## config.mk

```make
export PLATFORM = sky130hd
export DESIGN_NAME = sequencer
export DESIGN_NICKNAME = d
export VERILOG_FILES = /design/src/rtl/sequencer.sv
export SDC_FILE = /design/constraint.sdc
export NUM_CORES = 1
export LEC_CHECK = 0
export CAP_MARGIN = 20
export CORE_MARGIN = 8
export CORE_UTILIZATION = 40
export DETAILED_ROUTE_END_ITERATION = 10
export PLACE_DENSITY_LB_ADDON = 0.2
export SYNTH_ARGS = -nofsm -noshare
export SYNTH_HDL_FRONTEND = slang
export SYNTH_SLANG_ARGS = --single-unit
```

## constraint.sdc

```tcl
create_clock -name clock -period 3.12 [get_ports clock]
set_input_delay 0.624 -clock clock [delete_from_list [all_inputs] [get_ports clock]]
set_output_delay 0.624 -clock clock [all_outputs]
set_load 0.1 [all_outputs]
```

## src/rtl/sequencer.sv

```systemverilog
// Command sequencer between a from-PC and a to-PC FIFO: executes register
// access, echo, wait and count commands and streams responses with valid/ready.
`timescale 1ns/1ps

module sequencer #(
    parameter int NREGS = 16
) (
    input  logic        clock,
    input  logic        reset,
    input  logic [63:0] fpc_data,
    input  logic        fpc_valid,
    output logic        fpc_read,
    input  logic        tpc_ready,
    output logic        tpc_write,
    output logic [63:0] tpc_data
);

    localparam int            IW      = $clog2(NREGS);
    localparam logic [IW-1:0] ERR_IDX = IW'(NREGS - 1);

    localparam logic [3:0] OP_NOP   = 4'h0;
    localparam logic [3:0] OP_WRITE = 4'h1;
    localparam logic [3:0] OP_READ  = 4'h2;
    localparam logic [3:0] OP_WAIT  = 4'h3;
    localparam logic [3:0] OP_ECHO  = 4'h4;
    localparam logic [3:0] OP_COUNT = 4'h5;

    typedef enum logic [1:0] {IDLE, WAIT, EMIT, COUNT} state_t;

    state_t state, state_next, exec_state;

    logic [3:0]    op;
    logic [27:0]   addr;
    logic [31:0]   data;
    logic [IW-1:0] idx;

    logic [31:0] regs [NREGS];
    logic [31:0] err_cnt;
    logic [31:0] wait_cnt;
    logic [31:0] rd_data;
    logic [15:0] cnt_i;
    logic [15:0] cnt_n;
    logic        count_last;

    assign op   = fpc_data[63:60];
    assign addr = fpc_data[59:32];
    assign data = fpc_data[31:0];
    assign idx  = fpc_data[32 +: IW];

    // The top register index is an alias for the error counter.
    assign rd_data    = (idx == ERR_IDX) ? err_cnt : regs[idx];
    assign count_last = (cnt_i == cnt_n - 16'd1);

    // A new command is accepted only while the output slot is free or draining this edge.
    always_comb begin
        fpc_read = 1'b0;
        if (reset && fpc_valid && (state == IDLE || state == EMIT))
            fpc_read = !tpc_write || tpc_ready;
    end

    // NOTE: every output of a combinational block gets a default first so no latch is inferred.
    always_comb begin
        exec_state = IDLE;
        case (op)
            OP_NOP, OP_WRITE: exec_state = IDLE;
            OP_READ, OP_ECHO: exec_state = EMIT;
            OP_WAIT:          exec_state = (data != 32'd0) ? WAIT : IDLE;
            OP_COUNT:         exec_state = (data[15:0] != 16'd0) ? COUNT : IDLE;
            default:          exec_state = IDLE;
        endcase
    end

    always_comb begin
        state_next = state;
        case (state)
            IDLE:  if (fpc_read) state_next = exec_state;
            EMIT: begin
                if (fpc_read)       state_next = exec_state;
                else if (tpc_ready) state_next = IDLE;
            end
            WAIT:  if (wait_cnt == 32'd1) state_next = IDLE;
            COUNT: if (tpc_ready && count_last) state_next = IDLE;
            default: state_next = IDLE;
        endcase
    end

    // NOTE: sequential state uses non-blocking assignments so all registers update together at the edge.
    always_ff @(posedge clock or negedge reset) begin
        if (!reset) state <= IDLE;
        else        state <= state_next;
    end

    // NOTE: the register file is reset explicitly because its cleared contents are architecturally visible.
    always_ff @(posedge clock or negedge reset) begin
        if (!reset) begin
            tpc_write <= 1'b0;
            tpc_data  <= '0;
            err_cnt   <= '0;
            wait_cnt  <= '0;
            cnt_i     <= '0;
            cnt_n     <= '0;
            for (int i = 0; i < NREGS; i++) regs[i] <= '0;
        end else begin
            case (state)
                EMIT: if (tpc_ready) tpc_write <= 1'b0;
                WAIT: wait_cnt <= wait_cnt - 32'd1;
                COUNT: begin
                    if (tpc_ready) begin
                        if (count_last) begin
                            tpc_write <= 1'b0;
                        end else begin
                            cnt_i          <= cnt_i + 16'd1;
                            tpc_data[15:0] <= cnt_i + 16'd1;
                        end
                    end
                end
                default: ;
            endcase

            // A popped command overrides the EMIT drain above when both happen on one edge.
            if (fpc_read) begin
                case (op)
                    OP_NOP: ;
                    OP_WRITE: begin
                        if (idx == ERR_IDX) err_cnt   <= '0;
                        else                regs[idx] <= data;
                    end
                    OP_READ: begin
                        tpc_write <= 1'b1;
                        tpc_data  <= {OP_READ, addr, rd_data};
                    end
                    OP_ECHO: begin
                        tpc_write <= 1'b1;
                        tpc_data  <= fpc_data;
                    end
                    OP_WAIT: wait_cnt <= data;
                    OP_COUNT: begin
                        if (data[15:0] != 16'd0) begin
                            tpc_write <= 1'b1;
                            tpc_data  <= {addr, OP_COUNT, 16'h0, 16'h0};
                            cnt_i     <= '0;
                            cnt_n     <= data[15:0];
                        end
                    end
                    default: if (err_cnt != '1) err_cnt <= err_cnt + 32'd1;
                endcase
            end
        end
    end

endmodule

```

==> flow_summary.toml, run 1 <==
[run_status]
status = "completed"

[drt]
routed_wl_um = 87340
dr.first_iter.drc_count = 1192
detail-route-antenna-nets = 0
drc = 0
via_per_inst = 5.652
wl_per_cell_um = 23.95
vias = 20613
dr.pass1.iters = 6

[floorplanning]
design.core.area_um2 = 76080
die_y_um = 293.2
die_area_um2 = 85970
die_x_um = 293.2
rows = 101
initial_core_util = 0.4040
io_pins = 134

[logic_synthesis]
synth.mux.area_fraction = 0.2779
ys_seq_area_frac = 0.5235
ys_types = 63
yosys_warnings = 0
synth_fp_nets = 2469
synth_edf_count = 0
ys_seq_elements = 643
syn_avg_cell_area_um2 = 12.83
synth_cells = 2396
syn_area_um2 = 30740
synth_compound_area_frac = 0.06603
yosys.area_share.adder = 0.002035
synth_top_family_by_area = "multiplexers"
ys.flop_type = "dfrtp_1"
synth-simple-area-share = 0.07560
synthXorXnorAreaFrac = 0.02394
async_flop_share = 1.000

[global_routing]
grt_pass1_wl_um = 134600
grt_overflow = 0
grt_pass1_vias = 21656
antenna_found_initial = 3
grt_max_degree = 161
grt_usage = 0.2018

[timing]
fin_setup_tns_ns = 0
period_needed_ns = 2.947
fin_crit_sh = 0.9445
skew_ns = 0.01648
setup_viol = 0
finalHoldViolations = 0
grt_setup_unrepaired = "false"
fmax_ghz = 0.3393
drv_slew = 0
tightest_slew_ns = 0.9516
slew_headroom = 0.3656

[setup_path]
crit_required_ns = 3.62
path_class = "flop to flop"
worstPathMaxFanout = 34
crit_arrival_ns = 3.45
start_kind = "flop"
end_kind = "flop"

[layout]
fillCellCount = 6689
seq_area_um2 = 16090
drive_above_1_share = 0.3819
fin_nets = 2635
stdcell_count = 3647
multiInputGateArea_um2 = 13820
area_growth_pct = 19.27

[power_and_ir_drop]
ir_drop_mv = 0.3330
powerDensity_nw_per_um2 = 505.8
p_leak_nw = 16.94

[clock_network]
h-tree-depth = 3
clk_pin_slew_ns = 0.06
root_buffer = "clkbuf_16"
cts.sinks = 643
clk_path_buf_depth = 3
cts_made_buffers = 72
cts_setup_buffers = 0
clkLatencyLatePin_ns = 0.61
cts_tree = "built"

[place]
dp_hpwl_um = 58020
portBuffers = 133
post-place-cells = 3518
gp_congestion = 0.8467

[job]
maxCapViolCount = 0

[worst_hold_path]
hp-class = "input pin to asynchronous set/reset pin"
## routing by layer
| layer | GRT usage | routed length [um] | vias up | part of all wire |
|---|---|---|---|---|
| met1 | 0.2727 | 38530 | 10812 | 0.44 |
| met4 | 0.07084 | 2780 | 0 | 0.032 |
| li1 | - | - | 9096 | - |
| met3 | 0.04015 | 5078 | 136 | 0.058 |
| met5 | 0 | 0 | - | 0 |
| met2 | 0.3235 | 40940 | 569 | 0.47 |
## synthesized netlist by cell type, drive strengths merged (3+ instances only)
library cell  instances  area (um^2)
a211oi                3        22.52
a21oi                46        230.2
a22o                  3        26.28
a22oi                32        240.2
a311o                 6        60.06
a311oi                4        35.03
a31oi                 3        18.77
and2                  5        31.28
and3                  9        56.30
and4                  4        35.03
buf                  89        469.2
clkbuf              113        424.2
dfrtp               643        16090
ha                    5        62.56
inv                  16        60.05
mux2                490         5518
mux2i                32        320.3
mux4                120         2703
nand2               201        754.5
nand2b               12        75.07
nand3                35        175.2
nand3b                3        22.52
nand4                17        106.4
nor2                 76        285.3
nor2b                 6        37.54
nor3                 38        210.2
nor3b                 3        22.52
nor4                 25        186.4
o211a                16        160.2
o211ai                9        67.56
o21ai               158        790.8
o221ai               12        105.1
o311ai                4        35.03
o31ai                15        112.6
or2                   7        43.80
or3                  20        125.1
or4                  14        105.1
xnor2                51        446.7
xor2                 33        289.0
## power breakdown
part           total, mW  leakage (nW)  internal [mW]  switching, mW
Clock               8.66          1.20           5.16           3.50
Sequential          8.55          8.79           8.44          0.113
Combinational       1.32          6.95          0.439          0.885
Total               18.5          16.9           14.0           4.50
## cell families (layout without fill, tap and decap cells)
family | after synthesis | in the layout
AND/OR/NAND/NOR | 479 | 479
AO/OA/AOI/OAI | 325 | 325
buffers and inverters | 218 | 438
multiplexers | 642 | 642
XOR/XNOR | 84 | 84
adder cells (fa/ha/maj) | 5 | 5
flip-flops | 643 | 643
other | 0 | 1
## worst max-delay path, stage by stage, from the launching register on
cell	delay [ns]
dfrtp_1	0.44
inv_1	0.10
ha_2	0.23
nor4b_4	0.24
nand2_1	0.11
or4_1	0.51
a32oi_1	0.24
and4_1	0.27
buf_12	0.20
buf_4	0.20
o311ai_0	0.17
o31ai_1	0.11
## repair_timing
item	4_1_cts	5_1_grt
resized for setup	0	2
hold buffers	0	0
setup endpoints to repair	0	12
## layout make-up
cell class | instances | share of cell area
multi-input combinational | 1535 | 0.3770
clock inverter | 25 | 0.008499
clock buffer | 103 | 0.05782
tap | 1030 | 0.03516
sequential | 643 | 0.4389
timing repair buffer | 294 | 0.08089
antenna | 1 | 0.00006826
inverter | 16 | 0.001638
## placed cells by master (no fill, tap or decap), types with 12 or more instances in the layout
cell	instances
or4_1	14
mux2_2	490
nor2_1	66
nor3_1	28
mux4_2	120
o31ai_1	15
clkbuf_1	12
buf_12	47
o21ai_0	155
clkdlybuf4s50_1	62
o211a_1	16
nand3_1	33
nand4_1	17
clkbuf_16	73
xor2_1	33
clkbuf_8	19
a22oi_1	32
buf_4	181
o221ai_1	12
or3_1	20
nand2b_1	12
mux2i_1	32
dfrtp_1	643
nor4_1	23
a21oi_1	46
nand2_1	198
inv_1	15
xnor2_1	51
## registers in the layout, indices dropped and copies added (netlist names)
register,cells
tpc_write,1
tpc_data,64
cnt_n,16
err_cnt,32
cnt_i,16
state,2
wait_cnt,32
regs,480
## worst paths after layout
| kind | start | end | slack (ns) | depth (start not counted) |
|---|---|---|---|---|
| min reg2reg | tpc_data[27]$_DFFE_PN0P_ | tpc_data[27]$_DFFE_PN0P_ | 0.48 | 2 |
| min in group clock | tpc_data[27]$_DFFE_PN0P_ | tpc_data[27]$_DFFE_PN0P_ | 0.48 | 2 |
| max | cnt_n[0]$_DFFE_PN0P_ | cnt_i[4]$_DFF_PN0_ | 0.17 | 11 |
| max in group asynchronous | reset | tpc_data[30]$_DFFE_PN0P_ | 1.48 | 3 |
| max reg2reg | cnt_n[0]$_DFFE_PN0P_ | cnt_i[4]$_DFF_PN0_ | 0.17 | 11 |
| min | reset | tpc_data[7]$_DFF_PN0_ | 0.21 | 2 |
## per-stage QoR
stage | util | worst slack (ns) | power [mW] | hold WS (ns) | instance area, um^2
2_1_floorplan | - | 0.02810 | 9.360 | 0.3284 | 30740
3_3_place_gp | 0.4498 | -0.2271 | 10.01 | 0.4670 | 34220
3_5_place_dp | 0.4498 | -0.1697 | 10.03 | 0.4746 | 34220
4_1_cts | 0.4818 | 0.02613 | 18.76 | 0.2245 | 36650
5_1_grt | 0.4818 | 0.01807 | 19.20 | 0.2793 | 36660
6_report | 0.4819 | 0.1732 | 18.54 | 0.2127 | 36660
No activity file was read; power rests on OpenSTA's default activity.
==> run 2, diff against run 1 <==
- ABC_CLOCK_PERIOD_IN_PS: default -> 3120
- CORE_MARGIN: 8 -> 2
==> run 2 against run 1 <==
Against the previous run:
- total power fell by 1.4%
- global-route usage rose by 1.8 points
- final cell count fell by 0.44%
- utilization shrank 0.13 points
- die area decreased by 8.0%
- via count fell by 0.25%
- count of clock-buffer cells in the layout increased by 3
- sequential power about the same
- design area down 0.44%
- sequential cell count unchanged
- critical path type unchanged
==> flow_summary.toml, run 2 (same netlist as run 1, synthesis figures left out) <==
[layout]
finish.utilization = 0.4805
stdcell_count = 3631
post-route-cell-area_um2 = 36500
largest_registers = "regs x480, tpc_data x64"
largest_register_ffs = 480
fin_nets = 2628
drive_above_1_share = 0.3779
largest_register = "regs"
final_common_cell = "dfrtp_1"
layout.cells.most_common_list = "dfrtp_1 (643), mux2_2 (490), nand2_1 (198), buf_4 (176), o21ai_0 (155)"
num_antenna_cells = 0
area_growth_pct = 18.74

[power_and_ir_drop]
combPwrFrac = 0.073
powerDensity_nw_per_um2 = 501.1
ir_drop_mv = 0.3846
swShare = 0.2386
design_power_total_mw = 18.29
seq_power_share = 0.468
clockPowerShare = 0.460
p_leak_nw = 16.85
p_sw_mw = 4.363
intPower_mw = 13.92

[global_routing]
grt_pass1_wl_um = 132400
grt_usage = 0.2202
grt_overflow = 0
antenna_found_initial = 0
grt_pass1_vias = 21462
grt_max_degree = 171

[clock_network]
cts_made_buffers = 71
clkLatencyLatePin_ns = 0.60
cts_tree = "built"
hold_buffers = 0
cts_setup_buffers = 0
h-tree-depth = 3
cts.sinks = 643
root_buffer = "clkbuf_16"
clk_pin_slew_ns = 0.06
clk_path_buf_depth = 3

[timing]
grt_setup_unrepaired = "false"
hold_ws_ns = 0.07875
period_needed_ns = 2.897
drv_slew = 0
skew_ns = 0.02155
setup_viol = 0
fmax_ghz = 0.3452
layout_setup_ws_ns = 0.2229
fin_crit_sh = 0.9286
finalHoldViolations = 0
tightest_slew_ns = 1.016
slew_headroom = 0.3228
fin_setup_tns_ns = 0

[setup_path]
crit_arrival_ns = 3.38
crit_required_ns = 3.60
path_class = "flop to flop"
end_kind = "flop"
slowest_delay_ns = 0.51
start_kind = "flop"
crit_slowest_cell = "or4_1"
crit_chain = "inv_1, ha_1, nor4b_4, nand2_1, or4_1, a32oi_1, and4_4, buf_12, nor3_1, a311o_1"
worstPathMaxFanout = 23

[drt]
wl_per_cell_um = 23.63
routed_wl_um = 85800
via_per_inst = 5.663
dr.pass1.iters = 8
detail-route-antenna-nets = 0
vias = 20561
dr.first_iter.drc_count = 1527
drc = 0

[place]
preCtsSetupSlack_ns = -0.1747
gp_congestion = 0.8473
post-place-cells = 3510
portBuffers = 133
place_area_um2 = 34130
dp_hpwl_um = 55840

[floorplanning]
die_area_um2 = 79070
design.core.area_um2 = 75950
die_y_um = 281.2
die_x_um = 281.2
rows = 101
io_pins = 134
initial_core_util = 0.4047

[worst_hold_path]
hp-class = "input pin to asynchronous set/reset pin"

[job]
maxCapViolCount = 0

[run_status]
status = "completed"
[run 2: cell count changes in the layout (fill, tap and decap cells not counted), moves of 2 or more]
cell        change
clkinv_8        -4
clkinvlp_4      -2
buf_4           -5
clkbuf_1        +2
buf_12          -3
inv_6           -2
clkinv_2        -3
[run 2: worst max-delay path: cells and delay by family (launching register included)]
kind | cells | cell delay (ns)
buffers and inverters | 2 | 0.26
DFF | 1 | 0.43
and+or+nand+nor | 5 | 1.25
AOI/OAI and AO/OA | 2 | 0.59
adders and majority gates | 1 | 0.24
[run 2: final cells by class]
type | count | area [um^2]
fill | 6609 | 39450
sequential | 643 | 16090
multi-input combinational | 1535 | 13830
timing repair buffer | 288 | 2920
clock buffer | 106 | 2141
tap | 1030 | 1289
clock inverter | 13 | 168.9
inverter | 16 | 60.06
[run 2: power by group through the flow]
stage,clock network (mW),registers [mW],logic [mW]
CTS,8.60,8.55,1.34
global placement,0,8.69,1.31
floorplan,0,8.82,0.538
detailed placement,0,8.70,1.33
global route,8.96,8.56,1.45
finish,8.41,8.55,1.33
[run 2: path summary, 6_finish.rpt]
| path | start | endpoint | slack [ns] | depth (start not counted) |
|---|---|---|---|---|
| worst max-delay path | cnt_n[0]$_DFFE_PN0P_ | tpc_data[0]$_DFF_PN0_ | 0.22 | 10 |
| worst min-delay path | reset | cnt_i[10]$_DFF_PN0_ | 0.08 | 2 |
| worst max register to register | cnt_n[0]$_DFFE_PN0P_ | tpc_data[0]$_DFF_PN0_ | 0.22 | 10 |
| worst min register to register | tpc_data[35]$_DFFE_PN0P_ | tpc_data[35]$_DFFE_PN0P_ | 0.47 | 2 |
| max in group asynchronous | reset | regs[53]$_DFFE_PN0P_ | 1.34 | 3 |
| min in group clock | tpc_data[35]$_DFFE_PN0P_ | tpc_data[35]$_DFFE_PN0P_ | 0.47 | 2 |
[run 2: timing repair]
action / 4_1_cts / 5_1_grt
resized for setup: 0 / 3
endpoints found under the hold margin: 0 / 0
setup endpoints to repair: 0 / 12
[run 2: metal layers]
layer / share of wire / GRT usage / up-vias
met5: 0 / 0 / -
met4: 0.025 / 0.06157 / 0
met3: 0.050 / 0.03583 / 130
met2: 0.47 / 0.3585 / 550
met1: 0.45 / 0.3046 / 10803
li1: - / - / 9078
